$ cat src/rtl/thread_sched.sv
`default_nettype none
// thread_sched: 8-thread round-robin fetch scheduler tracking DEAD/RUN/SLEEP/MISS per thread.
// Optional fetch-idle counter built only when THREAD_SCHED_PERF_EN is defined.
module thread_sched (
   input  logic        clk,
   input  logic        rst_n,
   input  logic        kill,
   input  logic        sleep,
   input  logic        d_miss,
   input  logic [2:0]  trd_wb,
   input  logic        miss_done,
   input  logic [2:0]  miss_trd,
   input  logic        wake,
   input  logic [2:0]  wake_trd,
   input  logic        spawn,
   input  logic [2:0]  spawn_trd,
   input  logic        stall,
   output logic [2:0]  trd_if,
   output logic        if_valid,
   output logic [7:0]  run_mask,
   output logic [15:0] idle_cnt
);

   typedef enum logic [1:0] {
      ST_DEAD  = 2'b00,
      ST_RUN   = 2'b01,
      ST_SLEEP = 2'b10,
      ST_MISS  = 2'b11
   } thr_st_t;

   thr_st_t    r_st  [8];
   thr_st_t    w_nst [8];
   logic [7:0] w_nrun;
   logic [2:0] r_trd;
   logic [2:0] w_trd_nxt;
   logic [2:0] w_cand;
   logic       r_vld;
   logic       w_vld_nxt;
   logic       w_wb_any;

   assign w_wb_any = kill | d_miss | sleep;

   // A writeback event on a thread masks any miss_done/wake/spawn aimed at it.
   always_comb begin
      for (int i = 0; i < 8; i++) begin
         w_nst[i] = r_st[i];
         if (w_wb_any && (trd_wb == 3'(i))) begin
            if (r_st[i] == ST_RUN) begin
               if (kill)
                  w_nst[i] = ST_DEAD;
               else if (d_miss)
                  w_nst[i] = ST_MISS;
               else
                  w_nst[i] = ST_SLEEP;
            end
         end else begin
            if (miss_done && (miss_trd == 3'(i)) && (r_st[i] == ST_MISS))
               w_nst[i] = ST_RUN;
            if (wake && (wake_trd == 3'(i)) && (r_st[i] == ST_SLEEP))
               w_nst[i] = ST_RUN;
            if (spawn && (spawn_trd == 3'(i)) && (r_st[i] == ST_DEAD))
               w_nst[i] = ST_RUN;
         end
      end
   end

   always_comb begin
      w_nrun = '0;
      for (int i = 0; i < 8; i++)
         w_nrun[i] = (w_nst[i] == ST_RUN);
   end

   // Scan downward so the nearest RUN thread after r_trd wins; offset 8 wraps to r_trd itself.
   always_comb begin
      w_trd_nxt = r_trd;
      w_vld_nxt = 1'b0;
      w_cand    = r_trd;
      if (stall) begin
         w_vld_nxt = w_nrun[r_trd];
      end else begin
         for (int k = 8; k >= 1; k--) begin
            w_cand = r_trd + 3'(k);
            if (w_nrun[w_cand]) begin
               w_trd_nxt = w_cand;
               w_vld_nxt = 1'b1;
            end
         end
      end
   end

   always_ff @(posedge clk or negedge rst_n) begin
      if (!rst_n) begin
         for (int i = 0; i < 8; i++)
            r_st[i] <= (i == 0) ? ST_RUN : ST_DEAD;
         r_trd <= 3'd0;
         r_vld <= 1'b1;
      end else begin
         for (int i = 0; i < 8; i++)
            r_st[i] <= w_nst[i];
         r_trd <= w_trd_nxt;
         r_vld <= w_vld_nxt;
      end
   end

   always_comb begin
      run_mask = '0;
      for (int i = 0; i < 8; i++)
         run_mask[i] = (r_st[i] == ST_RUN);
   end

   assign trd_if   = r_trd;
   assign if_valid = r_vld;

`ifdef THREAD_SCHED_PERF_EN
   logic [15:0] r_idle;

   always_ff @(posedge clk or negedge rst_n) begin
      if (!rst_n)
         r_idle <= 16'h0000;
      else if (!r_vld && (r_idle != 16'hFFFF))
         r_idle <= r_idle + 16'd1;
   end

   assign idle_cnt = r_idle;
`else
   assign idle_cnt = 16'h0000;
`endif

endmodule
`default_nettype wire

$ cat config.mk
export PLATFORM = sky130hd
export DESIGN_NAME = thread_sched
export DESIGN_NICKNAME = d
export VERILOG_FILES = /design/src/rtl/thread_sched.sv
export SDC_FILE = /design/constraint.sdc
export NUM_CORES = 1
export LEC_CHECK = 0
export ABC_CLOCK_PERIOD_IN_PS = 8150
export BUFFER_PORTS_ARGS = -buffer_cell sky130_fd_sc_hd__buf_2
export CAP_MARGIN = 40
export CORE_MARGIN = 5
export CORE_UTILIZATION = 30
export DETAILED_ROUTE_END_ITERATION = 16
export GPL_ROUTABILITY_DRIVEN = 0
export GPL_TIMING_DRIVEN = 0
export HOLD_SLACK_MARGIN = 0.06
export SETUP_SLACK_MARGIN = 0.1
export SLEW_MARGIN = 20
export SYNTH_ARGS = -nofsm -noshare
export SYNTH_HDL_FRONTEND = slang
export SYNTH_SLANG_ARGS = --single-unit
$ cat constraint.sdc
create_clock -name clk -period 8.15 [get_ports clk]
set_clock_uncertainty 0.15 [all_clocks]
set_input_delay 2.445 -clock clk [delete_from_list [all_inputs] [get_ports clk]]
set_output_delay 2.445 -clock clk [all_outputs]
set_load 0.01 [all_outputs]
==> reports/results.ini, run 1 <==
[global_route]
grtUsageTotal_pct = 13.8
grt_pass1_vias = 2217
grt_use_met1_pct = 18.5
grt_pass1_wl_mm = 11.0
use_met2_pct = 23.2
grt_use_met3_pct = 2.44
busiest_layer = met2
grt_max_degree = 21
grt-ovfl-total = 0
antenna_found_initial = 0

[floorplan]
start_util_pct = 30.3
die_area_um2 = 9540
rows = 32
core_um2 = 7610
die_w_um = 97.7
die_y_um = 97.7
pin_count = 49

[placed_design]
placed_area_um2 = 2650
place_ws_ps = 2520
post-place-cells = 429
post-dp-hpwl_mm = 5.30
portBuffers = 32

[cells_and_area]
fin_cells = 433
syn2layout_area_growth_pct = 17.3
fin_nets = 355
diodes = 0
stdcell_area_um2 = 2700
drive_above_1_share_pct = 23.6

[setup_path]
ff2ff_path_depth = 12
r2r_slack_ps = 4470
setup.worst_path.start = kill
critPathMaxFanout = 10
worst-path-buf-inv = 2
end_kind = flip-flop
start_kind = input pin
cp_slowest_cell = a311oi_1
required_ps = 8170
worstReg2RegEnd = trd_if[1]$_DFFE_PN0P_
critPathKind = in2reg
cp_cell_sequence = buf_2 > nor3_2 > buf_6 > nor3_1 > a311oi_1 > nand2_1 > mux4_2 > mux2_4 > and3_4 > a31o_4 > a21o_1 > a22oi_1
critical_path.max_stage_delay_ps = 550
path_delay_family = compound AO/OA/AOI/OAI gates
rr_startpoint = trd_if[0]$_DFFE_PN0P_
crit_arrival_ps = 5390

[timing]
finalCritPeriodShare_pct = 65.8
period_needed_ps = 5370
tightestPinTransition_ps = 695
hold_slack_ps = 427
fmax_mhz = 186
tns_ps = 0
drv_slew = 0
rsz0062_at_grt = false
finalSetupViolations = 0
maxSlewHeadroom_pct = 53.4
setup_ws_ps = 2780
finalHoldViolations = 0

[drt]
drt-initial-drc-count = 133
avgViaCountPerCell = 5.42
firstDrtPassIters = 4
wl_per_cell_um = 15.4
drtAntennaViolNets = 0
drc = 0
wl_mm = 6.65
vias = 2349

[logic_synthesis]
synth-compound-area-share_pct = 27.6
yosys.area.top_type_share_pct = 19.5
synth_seq_cells = 20
yosys.area_share.xor_xnor_pct = 0.760
muxShareOfSynthArea_pct = 9.23
synth_largest_area_cell = dfrtp_1
synth_adder_area_share_pct = 1.09
synth_top_family_by_area = simple AND/OR/NAND/NOR gates
yosysSeqAreaShare_pct = 21.8
syn_inst = 280
yosys_warnings = 0
synth-simple-area-share_pct = 28.6
synth-edff-count = 0
synthArstFlopShare_pct = 100
ys_dominant_reg_cell = dfrtp_1
synth_area_leaders = dfrtp_1 (20%), mux4_2 (5.9%), buf_4 (5.2%)
synth_cell_types = 77
syn_area_um2 = 2300
synth.avg_cell_area_um2 = 8.23

[clock_tree]
cts.clk_slew.worst_paths_ps = 70
clock_sinks = 20
tritoncts = done
htreeDepth = 1
cts_setup_buffers = 0
clock_latency_ps = 250
cts_hold_buf = 0
clk_path_buf_depth = 2
cts_made_buffers = 3
cts-root-buf = clkbuf_8
cts_repair_resize_count = 0

[pwr]
ir_drop_uv = 204
p_per_area_nw_per_um2 = 403
p_leak_uw = 0.00116

[min_path]
hold_path_startpoint = r_st[14]$_DFF_PN1_
hold_path_end = r_st[14]$_DFF_PN1_
hp-class = reg2reg
whs_path_depth = 2

[run_status]
status = completed

[flow_run]
max_cap_viol_count = 0

-- worst max-delay path by stage --
stage                                       end  slack, ps  cells past startpoint
after floorplan           trd_if[2]$_DFFE_PN0P_       3090                     11
after global placement    trd_if[2]$_DFFE_PN0P_       2510                     12
after detailed placement  trd_if[2]$_DFFE_PN0P_       2520                     12
after CTS                 trd_if[2]$_DFFE_PN0P_       2780                     12
after global routing      trd_if[2]$_DFFE_PN0P_       2610                     12
final                     trd_if[2]$_DFFE_PN0P_       2780                     12
-- power by group --
group / internal (uW) / total, uW / switching, uW
logic: 352 / 801 / 450
registers: 155 / 213 / 58.6
clock network: 42.9 / 74.3 / 31.4
-- stage by stage --
stage	power, uW	utilization, %
finish	1090	35.5
global route	1200	35.5
CTS	1090	35.5
detailed placement	1010	34.8
global placement	991	34.8
floorplan	817	-
-- cells in the mapped netlist (3+ instances only) --
library cell,instances
o21ai_0,7
nor3_1,6
nand2b_1,5
inv_1,21
mux4_2,6
nor2b_1,12
nand3_1,12
a211oi_1,3
o21a_1,5
a22oi_1,6
nand4_1,6
buf_4,16
and2_1,3
a221oi_1,3
o21ai_1,7
nand3b_1,3
o221ai_1,4
mux2i_1,4
nor3b_1,3
a21oi_1,6
nand2_1,23
dfrtp_1,18
nand4b_1,4
a41oi_1,3
o41ai_1,5
a21o_1,6
clkbuf_1,3
nor2_1,14
o22ai_1,5
-- state kept, by name, indices dropped and copies added (netlist names) --
register / cells
r_st: 16
trd_if: 3
if_valid: 1
-- cells in the final DEF, fill, tap and decap left out, drive strengths merged, types with 3 or more instances in the layout --
master / netlist / layout
nand2: 23 / 23
a21o: 6 / 6
clkbuf: 3 / 7
inv: 22 / 22
nor2: 15 / 15
o22ai: 5 / 5
a211oi: 4 / 4
nand2b: 5 / 5
o221ai: 4 / 4
buf: 21 / 53
a221oi: 3 / 3
nand3: 12 / 12
mux2i: 4 / 4
o41ai: 5 / 5
nand4b: 4 / 4
o21a: 5 / 5
mux2: 3 / 3
nand4: 6 / 6
nand3b: 3 / 3
a22oi: 6 / 6
and2: 3 / 3
mux4: 6 / 6
conb: 1 / 16
nor3b: 3 / 3
nor2b: 12 / 12
o21ai: 15 / 15
a41oi: 3 / 3
nor3: 8 / 8
a21oi: 6 / 6
dfrtp: 18 / 18
-- kinds of logic after synthesis --
| kind of cell | after synthesis |
|---|---|
| simple gates | 112 |
| other cells | 1 |
| fa+ha+maj | 2 |
| flops | 20 |
| compound gates | 83 |
| xor+xnor | 2 |
| buf+inv | 47 |
| mux | 13 |
-- area by class of cell --
cell class	instances	area (um2)
plain buffers	24	160
clock buffers	4	55.1
fillers	826	4900
inverters	23	86.3
multi-input cells	228	1610
flip-flops and latches	20	503
well taps	102	128
repair buffers	32	160
-- worst register-to-register path: cells and delay by family (launching register included) --
kind | cells | cell delay [ps]
AO/OA/AOI/OAI | 2 | 260
buffers and inverters | 3 | 920
multiplexers | 2 | 720
AND/OR/NAND/NOR | 4 | 750
adder cells (fa/ha/maj) | 1 | 330
flip-flops | 1 | 470
-- per-layer routing --
layer / vias to the layer above / wire [um]
li1: 1146 / -
met1: 1113 / 3000
met2: 78 / 3050
met3: 12 / 493
met4: 0 / 112
met5: - / 0
Note: power is estimated with default switching activity, not from simulation.
==> run 2: changes to the inputs <==
--- a/config.mk
+++ b/config.mk
@@ -5,7 +5,7 @@
 export SDC_FILE = /design/constraint.sdc
 export NUM_CORES = 1
 export LEC_CHECK = 0
-export ABC_CLOCK_PERIOD_IN_PS = 8150
+export ABC_CLOCK_PERIOD_IN_PS = 4450
 export BUFFER_PORTS_ARGS = -buffer_cell sky130_fd_sc_hd__buf_2
 export CAP_MARGIN = 40
 export CORE_MARGIN = 5
==> constraint.sdc (replaced) <==
create_clock -name clk -period 4.45 [get_ports clk]
set_clock_uncertainty 0.15 [all_clocks]
set_input_delay 1.335 -clock clk [delete_from_list [all_inputs] [get_ports clk]]
set_output_delay 1.335 -clock clk [all_outputs]
set_load 0.01 [all_outputs]
==> run 2 against run 1 <==
Against the previous run:
- combinational power grew 84%
- hold slack gained 13 ps
- register-to-register slack lost 3700 ps
- sequential power grew 85%
- die area is the same
- non-clock buffer count is the same
- final cell count is the same
- wire length grew 1.1%
- flip-flop and latch count is the same
- first-iteration DRC count grew 12%
- global-route usage is the same
- worst setup slack lost 2500 ps
==> reports/results.ini, run 2 (synthesis gave the netlist of run 1 again) <==
[timing]
period_needed_ps = 4160
maxSlewHeadroom_pct = 62.4  ; +9.0 points
tightestPinTransition_ps = 559  ; -136 ps
finalCritPeriodShare_pct = 93.5
finalSetupViolations = 0  ; unchanged
drv_slew = 0  ; unchanged
fmax_mhz = 240
rsz0062_at_grt = false
finalHoldViolations = 0  ; unchanged
hold_slack_ps = 441  ; +13.4 ps
tns_ps = 0  ; unchanged

[setup_path]
required_ps = 4480  ; -3690 ps
start_kind = input pin
critPathMaxFanout = 10  ; unchanged
end_kind = flip-flop
critPathKind = in2reg
crit_arrival_ps = 4190  ; -1200 ps

[global_route]
grtUsageTotal_pct = 13.8  ; unchanged
antenna_found_initial = 0  ; unchanged
grt_max_degree = 21  ; unchanged
grt_pass1_vias = 2217  ; unchanged
grt-ovfl-total = 0  ; unchanged
grt_pass1_wl_mm = 11.0  ; unchanged

[drt]
drc = 0  ; unchanged
avgViaCountPerCell = 5.46  ; +0.60%
drtAntennaViolNets = 0  ; unchanged
wl_mm = 6.73  ; +1.1%
wl_per_cell_um = 15.5  ; +1.1%
firstDrtPassIters = 4  ; unchanged
vias = 2363  ; +0.60%
drt-initial-drc-count = 149  ; +12%

[clock_tree]
htreeDepth = 1  ; unchanged
cts-root-buf = clkbuf_8
cts_made_buffers = 3  ; unchanged
tritoncts = done
cts.clk_slew.worst_paths_ps = 70  ; about the same
cts_setup_buffers = 0  ; unchanged
cts_hold_buf = 0  ; unchanged
clock_latency_ps = 250  ; about the same
cts_repair_resize_count = 0  ; unchanged
clock_sinks = 20  ; unchanged
clk_path_buf_depth = 2  ; unchanged

[cells_and_area]
drive_above_1_share_pct = 23.9  ; +0.30 points
final_cell_mix = buf_2 (34), nand2_1 (23), inv_1 (21)
stdcell_area_um2 = 2710  ; +0.23%
num-fill-cells = 827  ; +0.12%
top_register = r_st
final_common_cell = buf_2
diodes = 0  ; unchanged
largest_reg_flops = 16  ; unchanged
fin_util_pct = 35.6  ; +0.082 points
fin_nets = 355  ; unchanged
syn2layout_area_growth_pct = 17.6

[floorplan]
die_w_um = 97.7  ; unchanged
core_um2 = 7610  ; unchanged
start_util_pct = 30.3  ; unchanged
die_area_um2 = 9540  ; unchanged
die_y_um = 97.7  ; unchanged
pin_count = 49  ; unchanged
rows = 32  ; unchanged

[placed_design]
post-dp-hpwl_mm = 5.30  ; unchanged
portBuffers = 32  ; unchanged
placed_area_um2 = 2650  ; unchanged

[pwr]
fin_total_pwr_uw = 2000  ; +84%
p_per_area_nw_per_um2 = 739  ; +84%
p_leak_uw = 0.00116  ; +0.12%
ir_drop_uv = 375  ; +84%

[min_path]
hp-class = reg2reg

[flow_run]
max_cap_viol_count = 0  ; unchanged

[run_status]
status = completed

## run 2: cell counts in the layout (fill, tap and decap cells not counted)
Identical to the previous run, type by type.
## run 2: cell type report
| class | instances | area (um2) | area share, % |
|---|---|---|---|
| tap | 102 | 128 | 4.71 |
| clock buffer | 4 | 55.1 | 2.03 |
| buffer | 24 | 160 | 5.91 |
| sequential | 20 | 503 | 18.6 |
| multi-input combinational | 228 | 1620 | 59.7 |
| inverter | 23 | 86.3 | 3.19 |
| timing repair buffer | 32 | 160 | 5.91 |
## run 2: routing by layer
layer	global-route usage (%)	wire length [um]	share of wire [%]	up-vias
met5	0	0	0	-
met4	2.88	87	1.3	0
met3	2.44	423	6.3	10
met2	23.2	3090	46	73
met1	18.5	3130	47	1138
li1	-	-	-	1142
## run 2: final timing paths
| check | startpoint | to | slack (ps) | cells past startpoint |
|---|---|---|---|---|
| max in group asynchronous | rst_n | if_valid$_DFF_PN1_ | 2920 | 1 |
| min in group asynchronous | rst_n | trd_if[1]$_DFFE_PN0P_ | 880 | 1 |
| worst max register to register | trd_if[0]$_DFFE_PN0P_ | trd_if[1]$_DFFE_PN0P_ | 770 | 12 |
| worst min-delay path | r_st[14]$_DFF_PN1_ | r_st[14]$_DFF_PN1_ | 440 | 2 |
| worst min register to register | r_st[14]$_DFF_PN1_ | r_st[14]$_DFF_PN1_ | 440 | 2 |
| worst max-delay path | kill | trd_if[2]$_DFFE_PN0P_ | 290 | 12 |
## run 2: power breakdown
group          switching (uW)  internal [uW]
combinational             828            646
clock                    58.0           78.7
sequential                109            284
total                     996           1010
## run 2: per-stage QoR
stage	worst slack (ps)	instances
floorplan	498	295
global placement	-83.3	429
detailed placement	-67.1	429
CTS	194	433
global route	136	433
finish	290	433
## run 2: critical path, stage by stage
cell      delay (ps)
buf_2            150
nor3_2           300
buf_6            190
nor2_2            50
a311oi_2         370
nand2_1          150
mux4_2           550
mux2_4           320
and3_4           190
a31o_4           260
a21o_1           150
a22oi_1          160
==> run 3: changes to the inputs <==
--- a/config.mk
+++ b/config.mk
@@ -8,12 +8,15 @@
 export ABC_CLOCK_PERIOD_IN_PS = 4450
 export BUFFER_PORTS_ARGS = -buffer_cell sky130_fd_sc_hd__buf_2
 export CAP_MARGIN = 40
+export CELL_PAD_IN_SITES_DETAIL_PLACEMENT = 1
+export CELL_PAD_IN_SITES_GLOBAL_PLACEMENT = 2
 export CORE_MARGIN = 5
-export CORE_UTILIZATION = 30
+export CORE_UTILIZATION = 29
 export DETAILED_ROUTE_END_ITERATION = 16
 export GPL_ROUTABILITY_DRIVEN = 0
 export GPL_TIMING_DRIVEN = 0
 export HOLD_SLACK_MARGIN = 0.06
+export PLACE_DENSITY_LB_ADDON = 0.1
 export SETUP_SLACK_MARGIN = 0.1
 export SLEW_MARGIN = 20
 export SYNTH_ARGS = -nofsm -noshare
==> run 3 against run 2 <==
Against the previous run:
- utilization down 0.73 points
- wire length rose by 11%
- clock power decreased by 17%
- final area decreased by 0.51%
- hold slack better by 3.7 ps
- register-to-register slack got worse by 120 ps
==> reports/results.ini, run 3 (synthesis gave the netlist of run 1 again) <==
[run_status]
status = completed

[drt]
firstDrtPassIters = 4  ; unchanged
avgViaCountPerCell = 5.38  ; -1.4%
drc = 0  ; unchanged
vias = 2324  ; -1.7%
drtAntennaViolNets = 0  ; unchanged
wl_per_cell_um = 17.2  ; +11%
drt-initial-drc-count = 82  ; -45%
wl_mm = 7.45  ; +11%

[timing]
tightestPinTransition_ps = 574  ; +15.4 ps
fmax_mhz = 241  ; +0.31%
finalCritPeriodShare_pct = 93.2  ; -0.29 points
finalSetupViolations = 0  ; unchanged
period_needed_ps = 4150  ; -12.8 ps
hold_slack_ps = 444  ; +3.70 ps
finalHoldViolations = 0  ; unchanged
rsz0062_at_grt = false
tns_ps = 0  ; unchanged
maxSlewHeadroom_pct = 61.7  ; -0.63 points
drv_slew = 0  ; unchanged

[clock_tree]
cts_made_buffers = 3  ; unchanged
cts_hold_buf = 0  ; unchanged
cts-root-buf = clkbuf_8
clock_latency_ps = 250  ; about the same
htreeDepth = 1  ; unchanged
clock_sinks = 20  ; unchanged
tritoncts = done
cts.clk_slew.worst_paths_ps = 70  ; about the same
cts_setup_buffers = 0  ; unchanged
clk_path_buf_depth = 2  ; unchanged

[pwr]
internal_power_uw = 990  ; -1.8%
p_leak_uw = 0.00115  ; -0.62%
p_comb_share_pct = 74.4  ; +0.8 points
ir_drop_uv = 463  ; +24%
power.share.sequential_pct = 19.9  ; +0.3 points
swShare_pct = 50.7  ; +1.0 points
p_per_area_nw_per_um2 = 746  ; +0.82%
switchingPower_uw = 1020  ; +2.4%
pwr-share-clk_pct = 5.7  ; -1.1 points
fin_total_pwr_uw = 2010  ; +0.31%

[setup_path]
rr_startpoint = trd_if[0]$_DFFE_PN0P_
critPathMaxFanout = 5  ; -5
setup.worst_path.start = miss_done
start_kind = input pin
crit_arrival_ps = 4160  ; -30 ps
required_ps = 4460  ; -20 ps
end_kind = flip-flop
critPathKind = in2reg

[floorplan]
die_area_um2 = 9830  ; +3.1%
pin_count = 49  ; unchanged
core_um2 = 7730  ; +1.6%
rows = 32  ; unchanged
die_y_um = 99.1  ; +1.5%
start_util_pct = 29.8  ; -0.47 points
die_w_um = 99.1  ; +1.5%

[cells_and_area]
syn2layout_area_growth_pct = 17.0
fin_cells = 432  ; -0.23%
top_register = r_st
final_cell_mix = buf_2 (34), nand2_1 (23), inv_1 (21)
num-fill-cells = 976  ; +18%
fin_nets = 355  ; unchanged
final_common_cell = buf_2
drive_above_1_share_pct = 23.6  ; -0.23 points
largest_reg_flops = 16  ; unchanged
diodes = 0  ; unchanged

[min_path]
hold_path_startpoint = r_st[14]$_DFF_PN1_
hp-class = reg2reg

[global_route]
grt_max_degree = 21  ; unchanged
grtUsageTotal_pct = 15.2  ; +1.3 points
grt_pass1_wl_mm = 12.2  ; +11%
grt_pass1_vias = 2283  ; +3.0%
grt-ovfl-total = 0  ; unchanged
antenna_found_initial = 0  ; unchanged

[flow_run]
max_cap_viol_count = 0  ; unchanged

[placed_design]
portBuffers = 32  ; unchanged
post-dp-hpwl_mm = 6.15  ; +16%
post-place-cells = 429  ; unchanged

[run 3: timing repair]
action / in CTS / in global routing
endpoints found under the setup margin: 0 / 3
gates resized for setup: 0 / 1
endpoints found under the hold margin: 0 / 0
[run 3: power by group through the flow]
stage,clock [uW],sequential [uW],combinational (uW)
floorplan,0,373,1120
global placement,0,398,1480
detailed placement,0,402,1490
CTS,117,398,1500
global route,125,419,1660
finish,114,400,1500
[run 3: worst paths after layout]
| check | to | slack [ps] | cells after the start |
|---|---|---|---|
| worst max register to register | trd_if[1]$_DFFE_PN0P_ | 650 | 12 |
| max in group asynchronous | if_valid$_DFF_PN1_ | 2950 | 1 |
| worst min register to register | r_st[14]$_DFF_PN1_ | 440 | 2 |
| worst max-delay path | trd_if[2]$_DFFE_PN0P_ | 300 | 11 |
| min in group asynchronous | trd_if[1]$_DFFE_PN0P_ | 860 | 1 |
| worst min-delay path | r_st[14]$_DFF_PN1_ | 440 | 2 |
[run 3: per-layer routing]
layer | GRT usage (%) | vias to the layer above | wire, um
li1 | - | 1141 | -
met1 | 20.8 | 1120 | 3390
met2 | 25.7 | 54 | 3640
met3 | 1.68 | 9 | 332
met4 | 3.47 | 0 | 89
met5 | 0 | - | 0
[run 3: final cells by class]
| class | instances | area (um2) | area share (%) |
|---|---|---|---|
| multi-input cells | 228 | 1620 | 60.0 |
| clock buffers | 3 | 41.3 | 1.53 |
| flip-flops and latches | 20 | 503 | 18.7 |
| well taps | 102 | 128 | 4.73 |
| repair buffers | 32 | 160 | 5.94 |
| inverters | 23 | 86.3 | 3.20 |
| plain buffers | 24 | 160 | 5.94 |
[run 3: worst max-delay path: stages]
cell and delay, ps:
buf_2 100, nor2b_1 350, a221oi_1 160, a311oi_2 460
nand2_1 100, mux4_2 530, mux2_4 330, and3_4 190
a31o_4 260, a21o_1 160, a22oi_1 180
[run 3: stage by stage]
step	setup WS, ps	area, um2	utilization (%)
floorplan	498	2360	-
global placement	-184	2650	34.3
detailed placement	-119	2650	34.3
CTS	125	2690	34.8
global route	102	2700	34.9
finish	303	2700	34.9
